<file path="config.mk">
export PLATFORM = sky130hd
export DESIGN_NAME = sst_seq
export DESIGN_NICKNAME = d
export VERILOG_FILES = /design/src/rtl/sst_pkg.sv /design/src/rtl/m2_edge_sync.sv /design/src/rtl/sst_seq.sv
export SDC_FILE = /design/constraint.sdc
export NUM_CORES = 1
export LEC_CHECK = 0
export ABC_AREA = 0
export ABC_CLOCK_PERIOD_IN_PS = 2340
export BUFFER_PORTS_ARGS = -buffer_cell sky130_fd_sc_hd__buf_2
export CAP_MARGIN = 10
export CELL_PAD_IN_SITES_DETAIL_PLACEMENT = 2
export CELL_PAD_IN_SITES_GLOBAL_PLACEMENT = 2
export CORE_UTILIZATION = 30
export CTS_CLUSTER_SIZE = 25
export DETAILED_ROUTE_END_ITERATION = 7
export GPL_ROUTABILITY_DRIVEN = 0
export PLACE_DENSITY = 0.79
export SKIP_CTS_REPAIR_TIMING = 1
export SYNTH_ARGS = -nofsm -noshare
export SYNTH_HDL_FRONTEND = slang
export SYNTH_SLANG_ARGS = --single-unit
</file>
<file path="constraint.sdc">
create_clock -name clk -period 2.34 [get_ports clk]
set_clock_uncertainty 0.05 [all_clocks]
set_input_delay 0.117 -clock clk [delete_from_list [all_inputs] [get_ports clk]]
set_output_delay 0.117 -clock clk [all_outputs]
set_load 0.05 [all_outputs]
</file>
<file path="src/rtl/sst_pkg.sv">
// rtl/sst_pkg.sv - shared types and constants for the save-state sequencer
package sst_pkg;

  localparam int SST_ADDR_W = 8;
  localparam int SST_DATA_W = 8;
  // One bit wider than the address so a 256-slot walk ends cleanly.
  localparam int SLOT_CNT_W = SST_ADDR_W + 1;

  // Slot the mapper reserves for map_idx readback.
  localparam logic [SST_ADDR_W-1:0] MAP_IDX_SLOT = 8'd127;

  typedef enum logic [3:0] {
    IDLE,
    SETUP,
    FETCH,
    CAPTURE,
    ARM,
    WAIT_FALL,
    RELEASE,
    NEXT,
    DONE
  } sst_state_e;

endpackage

</file>
<file path="src/rtl/m2_edge_sync.sv">
// rtl/m2_edge_sync.sv - cpu.m2 synchronizer with falling-edge pulse
module m2_edge_sync (
  input  logic clk,
  input  logic rst,
  input  logic m2,
  output logic m2_level,
  output logic m2_fall
);

  logic sync1;
  logic sync2;
  logic prev;

  always_ff @(posedge clk) begin
    if (rst) begin
      sync1 <= 1'b0;
      sync2 <= 1'b0;
      prev  <= 1'b0;
    end else begin
      sync1 <= m2;
      sync2 <= sync1;
      prev  <= sync2;
    end
  end

  assign m2_level = sync2;
  assign m2_fall  = prev & ~sync2;

endmodule

</file>
<file path="src/rtl/sst_seq.sv">
// rtl/sst_seq.sv - save-state sequencer driving the mapper sst register bus
module sst_seq
  import sst_pkg::*;
#(
  parameter int NUM_REGS   = 128,
  parameter int SETTLE     = 2,
  parameter int M2_TIMEOUT = 4096
) (
  input  logic                  clk,
  input  logic                  rst,
  input  logic                  m2,
  input  logic                  start_save,
  input  logic                  start_load,
  output logic                  busy,
  output logic                  done,
  output logic                  err,
  output logic                  sst_act,
  output logic                  sst_we_reg,
  output logic [SST_ADDR_W-1:0] sst_addr,
  output logic [SST_DATA_W-1:0] sst_dato,
  input  logic [SST_DATA_W-1:0] sst_di,
  output logic [SST_ADDR_W-1:0] buf_addr,
  output logic                  buf_we,
  output logic [SST_DATA_W-1:0] buf_wdata,
  input  logic [SST_DATA_W-1:0] buf_rdata
);

  localparam int SW = (SETTLE > 1) ? $clog2(SETTLE) : 1;
  localparam int TW = (M2_TIMEOUT > 1) ? $clog2(M2_TIMEOUT) : 1;
  localparam logic [SLOT_CNT_W-1:0] LAST_SLOT   = SLOT_CNT_W'(NUM_REGS - 1);
  localparam logic [SW-1:0]         SETTLE_LAST = SW'(SETTLE - 1);
  localparam logic [TW-1:0]         TMO_LAST    = TW'(M2_TIMEOUT - 1);

  sst_state_e            state;
  sst_state_e            state_next;
  logic                  m2_timeout;
  logic                  load_mode;
  logic [SLOT_CNT_W-1:0] slot;
  logic [SW-1:0]         settle_cnt;
  logic [TW-1:0]         tmo_cnt;
  logic                  m2_seen_high;
  logic                  m2_level;
  logic                  m2_fall;

  m2_edge_sync u_m2_sync (
    .clk      (clk),
    .rst      (rst),
    .m2       (m2),
    .m2_level (m2_level),
    .m2_fall  (m2_fall)
  );

  always_comb begin
    state_next = state;
    m2_timeout = 1'b0;
    case (state)
      IDLE:      if (start_save || start_load) state_next = SETUP;
      SETUP: begin
        if (load_mode)                      state_next = FETCH;
        else if (settle_cnt == SETTLE_LAST) state_next = CAPTURE;
      end
      FETCH:     state_next = ARM;
      CAPTURE:   state_next = NEXT;
      ARM:       state_next = WAIT_FALL;
      WAIT_FALL: begin
        if (m2_fall && m2_seen_high) begin
          state_next = RELEASE;
        end else if (tmo_cnt == TMO_LAST) begin
          state_next = IDLE;
          m2_timeout = 1'b1;
        end
      end
      RELEASE:   state_next = NEXT;
      NEXT:      state_next = (slot == LAST_SLOT) ? DONE : SETUP;
      DONE:      state_next = IDLE;
      default:   state_next = IDLE;
    endcase
  end

  // Outputs are registered decodes of the next state so strobes are glitch-free.
  always_ff @(posedge clk) begin
    if (rst) begin
      state      <= IDLE;
      busy       <= 1'b0;
      sst_act    <= 1'b0;
      sst_we_reg <= 1'b0;
      buf_we     <= 1'b0;
      done       <= 1'b0;
      err        <= 1'b0;
    end else begin
      state      <= state_next;
      busy       <= (state_next != IDLE) && (state_next != DONE);
      sst_act    <= (state_next != IDLE) && (state_next != DONE);
      sst_we_reg <= (state_next == WAIT_FALL);
      buf_we     <= (state_next == CAPTURE);
      done       <= (state_next == DONE);
      err        <= m2_timeout;
    end
  end

  always_ff @(posedge clk) begin
    if (rst) begin
      load_mode    <= 1'b0;
      slot         <= '0;
      settle_cnt   <= '0;
      tmo_cnt      <= '0;
      m2_seen_high <= 1'b0;
      sst_dato     <= '0;
    end else begin
      case (state)
        IDLE: begin
          if (start_save || start_load) begin
            slot       <= '0;
            load_mode  <= ~start_save;
            settle_cnt <= '0;
          end
        end
        SETUP: settle_cnt <= settle_cnt + 1'b1;
        ARM: begin
          sst_dato     <= buf_rdata;
          tmo_cnt      <= '0;
          m2_seen_high <= 1'b0;
        end
        WAIT_FALL: begin
          tmo_cnt <= tmo_cnt + 1'b1;
          // Only a fall after m2 was sampled high with the strobe already up
          // guarantees the mapper saw the write at its own m2 edge.
          if ((tmo_cnt != '0) && m2_level) m2_seen_high <= 1'b1;
        end
        NEXT: begin
          settle_cnt <= '0;
          if (slot != LAST_SLOT) slot <= slot + 1'b1;
        end
        default: ;
      endcase
    end
  end

  assign sst_addr  = slot[SST_ADDR_W-1:0];
  assign buf_addr  = slot[SST_ADDR_W-1:0];
  assign buf_wdata = buf_we ? sst_di : '0;

endmodule

</file>
* Word level (Yosys, flattened, before mapping)
Index checks and enable logic that the tools add are counted.
Word-level totals: bits in writable memories 0, register bits 44, bits in latches 0, input bits 21, memories kept 0, bits in read-only memories 0
Cells by class: multipliers 0, div/mod/pow operators 0, eq/ne operators 17, reductions and logical operators 16, shift operators 0, add/subtract/negate cells 3, bitwise operators 4, order comparisons 0, muxes and demuxes 17
Operators with widths (count):
- one-hot mux 4 bit (7 select lines) | 1
- two-way mux 4 bit | 6
- one-hot mux 12 bit (2 select lines) | 1
- equality test 4 x 3 -> 1 bit, second input constant | 5
- two-way mux 9 bit | 2
- one-hot mux 9 bit (2 select lines) | 1
- adder 12 x 1 -> 12 bit, second input constant | 1
- equality test 12 bit, second input constant | 1
- equality test 4 x 2 -> 1 bit, second input constant | 3
- nonzero test 12 bit | 1
- adder 9 x 1 -> 9 bit, second input constant | 1
- equality test 9 x 7 -> 1 bit, second input constant | 1
- != test 9 x 7 -> 1 bit, second input constant | 1
- two-way mux 8 bit | 1
- != test 2 bit, second input constant | 3
- AND reduction 2 bit | 3
- equality test 4 x 1 -> 1 bit, second input constant | 1
- equality test 4 bit, second input constant | 1
- logical NOT 4 bit | 1
- != test 4 bit, second input constant | 1
- nonzero test 2 bit | 2
- nonzero test 4 bit | 1
- logical AND 1 bit | 3
- two-way mux 1 bit | 3
- 10 further kinds | 12

* Depth between registers and ports, before layout
Gate-level depths: netlist of run 1.
word-level depth 7, depth in mapped cells 7, depth with buffers taken out 6

* By module
A second synthesis of run 1 with hierarchy kept.
Second synthesis, totals: cells, all modules 266, area total of the unflattened synthesis 2184.6 um2
Modules (own cells, without submodules):
- sst_seq | instances 1, area an instance 2097.0 um2, cells an instance 259
- m2_edge_sync | instances 1, area an instance 87.6 um2, cells an instance 7

* Worst setup path before layout of run 1
No wires, ideal clock.
kind register to register, start point reg slot[0], end point reg sst_act, slack 0.721 ns, cell stages (with the launch flop) 7, arrival time 1.436 ns, data required time 2.157 ns, period minus slack after synthesis 1.619 ns, cell sequence dfxtp_1 -> ha_1 -> nand2_1 -> o41ai_2 -> nand2_1 -> nor3_2 -> a31oi_1
On the way: word-level cells in the longest chain between the ends 5
RTL lines:
- start: declaration | RTL line sst_seq.sv:38 | logic [SLOT_CNT_W-1:0] slot;
- start signal: assignment | RTL line sst_seq.sv:132 | if (slot != LAST_SLOT) slot <= slot + 1'b1;
- equality test 9 x 7 -> 1 bit * | RTL line sst_seq.sv:74 | NEXT: state_next = (slot == LAST_SLOT) ? DONE : SETUP;
- two-way mux 4 bit * | RTL line sst_seq.sv:74
- one-hot mux 4 bit (7 select lines) * | RTL line sst_seq.sv:56 | case (state)
- != test 4 bit or nonzero test 4 bit (tied branches) | RTL line sst_seq.sv:93 | sst_act <= (state_next != IDLE) && (state_next != DONE);
- logical AND 1 bit * | RTL line sst_seq.sv:93
- end signal: assignment | RTL line sst_seq.sv:93
- end: declaration | RTL line sst_seq.sv:17 | output logic sst_act,
Every way passes the cells marked *; elsewhere a longest branch is shown, timed or not. A chain may end at the register's enable or synchronous reset.

* Worst setup path in the final report of run 1
start point reg state[2], end point reg sst_we_reg
On the way: word-level cells in the longest chain between the ends 4
RTL lines:
- start: declaration | RTL line sst_seq.sv:34 | sst_state_e state;
- start signal: assignment | RTL line sst_seq.sv:91 | state <= state_next;
- equality test 4 x 3 -> 1 bit (tied with other cells) | RTL line sst_seq.sv:56
- OR reduction 2 bit (no source line) (tied with other cells)
- one-hot mux 4 bit (7 select lines) * | RTL line sst_seq.sv:56
- equality test 4 x 3 -> 1 bit * | RTL line sst_seq.sv:94 | sst_we_reg <= (state_next == WAIT_FALL);
- end signal: assignment | RTL line sst_seq.sv:94
- end: declaration | RTL line sst_seq.sv:18 | output logic sst_we_reg,
Marks and branches as above.

==> results.yml, run 1 <==
setup_path:
  endpoint_kind: "register"
  worstReg2RegStart: "state[2]"
  cp-start-kind: "register"
  worstPathCellList: "nor3b_4 > nand2_2 > a41oi_1 > nor2_1 > nor4_1"
  reg2regPathDepth: 5
  arrival_ns: 2.21
  startpoint: "state[2]"
  worstPathRequired_ns: 2.49
  crit_slowest_cell: "dfxtp_1"
  critPathKind: "reg2reg"
  path_max_fanout: 12
  max_stage_delay_ns: 0.56
drt:
  wire_per_inst_um: 15.3
  dr_total_vias: 2069
  postRouteAntennaNets: 0
  vias_per_cell: 4.99
  postRouteWirelength_um: 6340
  drcViolationCount: 0
  drtIter0Drc: 86
  dr.pass1.iters: 4
logic_synthesis:
  ys_warn_count: 0
  ys_types: 48
  async_flop_share_pct: 0
  synth-edff-count: 0
  yosysSeqAreaShare_pct: 38.5
  netlist_area_um2: 2290
  synth-seq-cells: 44
  syn_nets: 298
  yosys_most_used_dff: "dfxtp_1"
  syn_avg_cell_area_um2: 8.36
  netlist_instances: 274
power_and_ir_drop:
  swShare_pct: 33.2
  seqPwrFrac_pct: 44.6
  p_clk_share_pct: 31.1
  p_switching_uw: 618
  power.leakage_uw: 0.00105
  internal_power_uw: 1240
  combPwrFrac_pct: 24.3
  ir_worst_vdd_mv: 0.236
  powerDensity_nw_per_um2: 703
final_layout:
  diodes: 0
  reg.largest.list: "tmo_cnt x12, slot x9, sst_dato x8"
  top_register: "tmo_cnt"
  stdcell_area_um2: 2650
  utilization_pct: 36.1
  drive_gt1_share_pct: 26.9
  final_common_cell: "buf_2"
  largest_register_ff_count: 12
  areaGrowthSynthToFinish_pct: 15.6
  layout.nets: 339
  mostFrequentLayoutCells: "buf_2 (58), dfxtp_1 (44), nor2_1 (29)"
clock_network:
  clk_path_buf_depth: 2
  cts_sinks: 44
  cts-root-buf: "clkbuf_8"
  clkTransAtPathRegs_ns: 0.08
  cts_tree: "built"
  h-tree-depth: 2
  cts-buffers-inserted: 5
  clock_latency_ns: 0.30
floorplanning:
  ioPinCount: 59
  core-area_um2: 7330
  start_util_pct: 31.2
  dieArea_um2: 7990
  die_h_um: 89.4
  rows: 31
  dieWidth_um: 89.4
sta:
  worst_pin_slew_ns: 0.558
  period_share_pct: 88.0
  slew_headroom_pct: 62.8
  rsz0062_at_grt: "no"
  layout_min_cycle_time_ns: 2.06
  fmax_mhz: 485
  final-hold-violation-count: 0
  maxSlewViolCount: 0
  setup_viol: 0
  worst_slack_ns: 0.280
  tns_ns: 0
placement:
  io_buffers: 58
  dp_hpwl_um: 4500
  pre_cts_ws_ns: 0.363
  postPlaceCellArea_um2: 2500
global_route:
  grt_pass1_wl_um: 9640
  track_usage_pct: 15.8
  grt_pass1_vias: 1976
  overflow: 0
  antenna_found_initial: 0
  grt_max_degree: 26
min_path:
  hold_path.class: "in2reg"
  holdCritStartpoint: "buf_rdata[4]"
  whs_path_depth: 3
run_status:
  status: "finished, final reports clean"
flow_run:
  maxCapViolCount: 0
==> worst max-delay path, delay by kind of cell (launching register included) <==
family	cells	cell delay (ns)
AND/OR/NAND/NOR	4	1.09
flip-flops	1	0.56
AO/OA/AOI/OAI	1	0.27
==> power by group through the flow <==
stage / Sequential [uW] / Combinational, uW / Clock, uW
after global routing: 836 / 492 / 630
after detailed placement: 846 / 451 / 0
after CTS: 829 / 452 / 603
after floorplan: 880 / 324 / 0
final: 829 / 453 / 579
after global placement: 844 / 439 / 0
==> path summary, 6_finish.rpt <==
check | endpoint | slack [ns]
max | sst_we_reg | 0.28
min | sst_dato[4] | 0.006
max reg2reg | sst_we_reg | 0.28
min reg2reg | u_m2_sync.m2_level | 0.39
==> routing by layer <==
metal  GRT usage [%]  up-vias  part of all wire, %
met2            28.3       40                   52
met3            3.32        7                  3.3
met4            4.76        0                  1.3
li1                -     1013                    -
met1            19.1     1009                   44
met5               0        -                    0
==> cell families (layout without fill, tap and decap cells) <==
group,count (synthesis),count (layout),share of synthesized area (%)
XOR/XNOR,8,8,3.06
AO/OA/AOI/OAI,56,56,15.8
adder cells (fa/ha/maj),3,3,1.64
AND/OR/NAND/NOR,125,125,29.8
flip-flops,44,44,38.5
buffers and inverters,38,80,11.2
==> synthesized netlist by cell type, drive strengths merged (3+ instances only) <==
cell | n | area, um^2
dfxtp | 44 | 881
nor2 | 30 | 120
a21oi | 28 | 140
nand2 | 28 | 108
buf | 26 | 211
nand3 | 15 | 75.1
nor3 | 13 | 75.1
and2 | 8 | 50.1
o21ai | 7 | 38.8
xnor2 | 7 | 61.3
clkbuf | 6 | 22.5
inv | 6 | 22.5
nor4 | 6 | 58.8
a211oi | 5 | 57.6
nor2b | 5 | 31.3
a21o | 4 | 30.0
a31oi | 4 | 25.0
nand2b | 4 | 25.0
ha | 3 | 37.5
nand4 | 3 | 25.0
==> per-stage QoR <==
step / hold WS (ns) / instances / power, uW
after floorplan: 0.164 / 274 / 1200
after global placement: 0.293 / 403 / 1280
after detailed placement: 0.302 / 403 / 1300
after CTS: -0.0330 / 411 / 1880
after global routing: 0.00264 / 415 / 1960
final: 0.00630 / 415 / 1860
==> cell type report <==
class / count / area (um^2)
Inverter: 6 / 22.5
Sequential cell: 44 / 881
Fill cell: 860 / 4680
Clock inverter: 2 / 35.0
Timing Repair Buffer: 66 / 360
Multi-Input combinational cell: 192 / 1150
Tap cell: 99 / 124
Clock buffer: 6 / 72.6
Note: power is estimated with default switching activity, not from simulation.
==> run 2, diff against run 1 <==
ABC_CLOCK_PERIOD_IN_PS = 2600   (was 2340)
CORE_UTILIZATION = 33   (was 30)
PLACE_DENSITY = 0.86   (was 0.79)
clock period = 2.6 ns   (was 2.34 ns; I/O delays follow)
==> run 2 against run 1 <==
  * The flow now finishes with violations (hold timing)
  * Sequential share of layout area grew 0.97 points
  * Utilization grew 3.3 points
  * Die area down 8.9%
  * First-iteration DRC count is 21% lower
  * Register-to-register slack improved by 0.20 ns
  * Combinational power fell by 9.9%
  * Critical path type unchanged
==> results.yml, run 2 (synthesized netlist as in run 1, its figures left out) <==
setup_path:
  worstPathCellList: "nor3b_4 > nand2_2 > a41oi_1 > nor2_1 > nor4_1"
  cp_top_family: "simple AND/OR/NAND/NOR gates"
  max_stage_delay_ns: 0.60
  crit_buf_inv: 0
  worstPathRequired_ns: 2.75
  worstReg2RegStart: "state[2]"
  endpoint_kind: "register"
  arrival_ns: 2.27
  cp-start-kind: "register"
  reg2regPathDepth: 5
  rr_endpoint: "sst_we_reg"
  crit_slowest_cell: "dfxtp_1"
  critPathKind: "reg2reg"
  path_max_fanout: 12
  rrSetupSlack_ns: 0.48
run_status:
  status: "finished with violations"
  failed_checks: "hold timing"
min_path:
  whs_endpoint: "u_m2_sync.sync1"
  whs_path_depth: 2
  holdCritStartpoint: "m2"
  hold_path.class: "in2reg"
clock_network:
  cts_tree: "built"
  clock_latency_ns: 0.30
  cts-root-buf: "clkbuf_8"
  cts_sinks: 44
  clkTransAtPathRegs_ns: 0.09
  clk_path_buf_depth: 2
  cts-buffers-inserted: 5
  h-tree-depth: 2
drt:
  postRouteWirelength_um: 6680
  wire_per_inst_um: 17.2
  dr.pass1.iters: 4
  drcViolationCount: 0
  vias_per_cell: 5.36
  drtIter0Drc: 68
  postRouteAntennaNets: 0
  dr_total_vias: 2079
sta:
  fmax_mhz: 472
  rsz0062_at_grt: "no"
  period_share_pct: 81.6
  slew_headroom_pct: 63.2
  layout_min_cycle_time_ns: 2.12
  setup_viol: 0
  final-hold-violation-count: 1
  hold_slack_ns: -0.00606
  worst_pin_slew_ns: 0.552
  maxSlewViolCount: 0
  tns_ns: 0
floorplanning:
  rows: 29
  dieWidth_um: 85.3
  core-area_um2: 6530
  dieArea_um2: 7280
  die_h_um: 85.3
  ioPinCount: 59
  start_util_pct: 35.1
power_and_ir_drop:
  ir_worst_vdd_mv: 0.288
  powerDensity_nw_per_um2: 653
  power.leakage_uw: 0.00103
global_route:
  overflow: 0
  track_usage_pct: 19.1
  grt_pass1_vias: 2227
  grt_max_degree: 23
  antenna_found_initial: 0
  grt_pass1_wl_um: 10900
final_layout:
  areaGrowthSynthToFinish_pct: 12.3
  mostFrequentLayoutCells: "buf_2 (58), dfxtp_1 (44), nor2_1 (29)"
  utilization_pct: 39.4
  reg.largest.list: "tmo_cnt x12, slot x9, sst_dato x8"
  drive_gt1_share_pct: 27.0
  final_common_cell: "buf_2"
  fillCellCount: 769
  diodes: 0
  layout.nets: 334
  top_register: "tmo_cnt"
  largest_register_ff_count: 12
  fin_cells: 388
flow_run:
  maxCapViolCount: 0
placement:
  dp_cells: 380
  io_buffers: 58
  dp_hpwl_um: 4670
## run 2: changes by cell type in the layout (fill, tap and decap cells not counted)
cell / change
buf_4: -1
dlygate4sd3_1: -4
## run 2: worst max path at each step
stage / to / depth (start not counted) / start
CTS: sst_we_reg / 5 / state[2]
floorplan: sst_act / 6 / slot[0]
global placement: sst_we_reg / 5 / state[2]
global route: sst_we_reg / 5 / state[2]
detailed placement: sst_we_reg / 5 / state[2]
finish: sst_we_reg / 5 / state[2]
## run 2: worst register-to-register path: stages, from the launching register on
cell and delay [ns]:
dfxtp_1 0.60, nor3b_4 0.49, nand2_2 0.27, a41oi_1 0.26, nor2_1 0.10, nor4_1 0.26
## run 2: final cells by class
type	instances	area [um^2]	share of cell area (%)
inverters	6	22.5	0.875
clock buffers	6	72.6	2.82
multi-input cells	192	1150	44.8
flip-flops and latches	44	881	34.2
clock inverters	2	35.0	1.36
well taps	77	96.3	3.75
repair buffers	61	313	12.2
## run 2: stage by stage
| stage | hold WS (ns) | worst slack, ns | total power, uW | area, um^2 |
|---|---|---|---|---|
| finish | -0.00606 | 0.479 | 1680 | 2570 |
| global route | 0.00216 | 0.305 | 1760 | 2570 |
| CTS | -0.0154 | 0.451 | 1710 | 2570 |
| detailed placement | 0.302 | 0.551 | 1170 | 2460 |
| global placement | 0.289 | 0.654 | 1150 | 2460 |
| floorplan | 0.177 | 0.981 | 1080 | 2290 |
## run 2: routing by layer
metal	share of wire [%]	vias to the layer above	routed length [um]	track usage, %
li1	-	1005	-	-
met1	44	1015	2920	21.8
met2	51	52	3400	35.2
met3	4.2	7	283	3.89
met4	1.3	0	89	6.52
met5	0	-	0	0
## run 2: where the power goes
group	leakage [uW]	internal [uW]	switching, uW
logic	0.000616	121	287
registers	0.000356	707	41.5
clock network	0.0000552	286	238
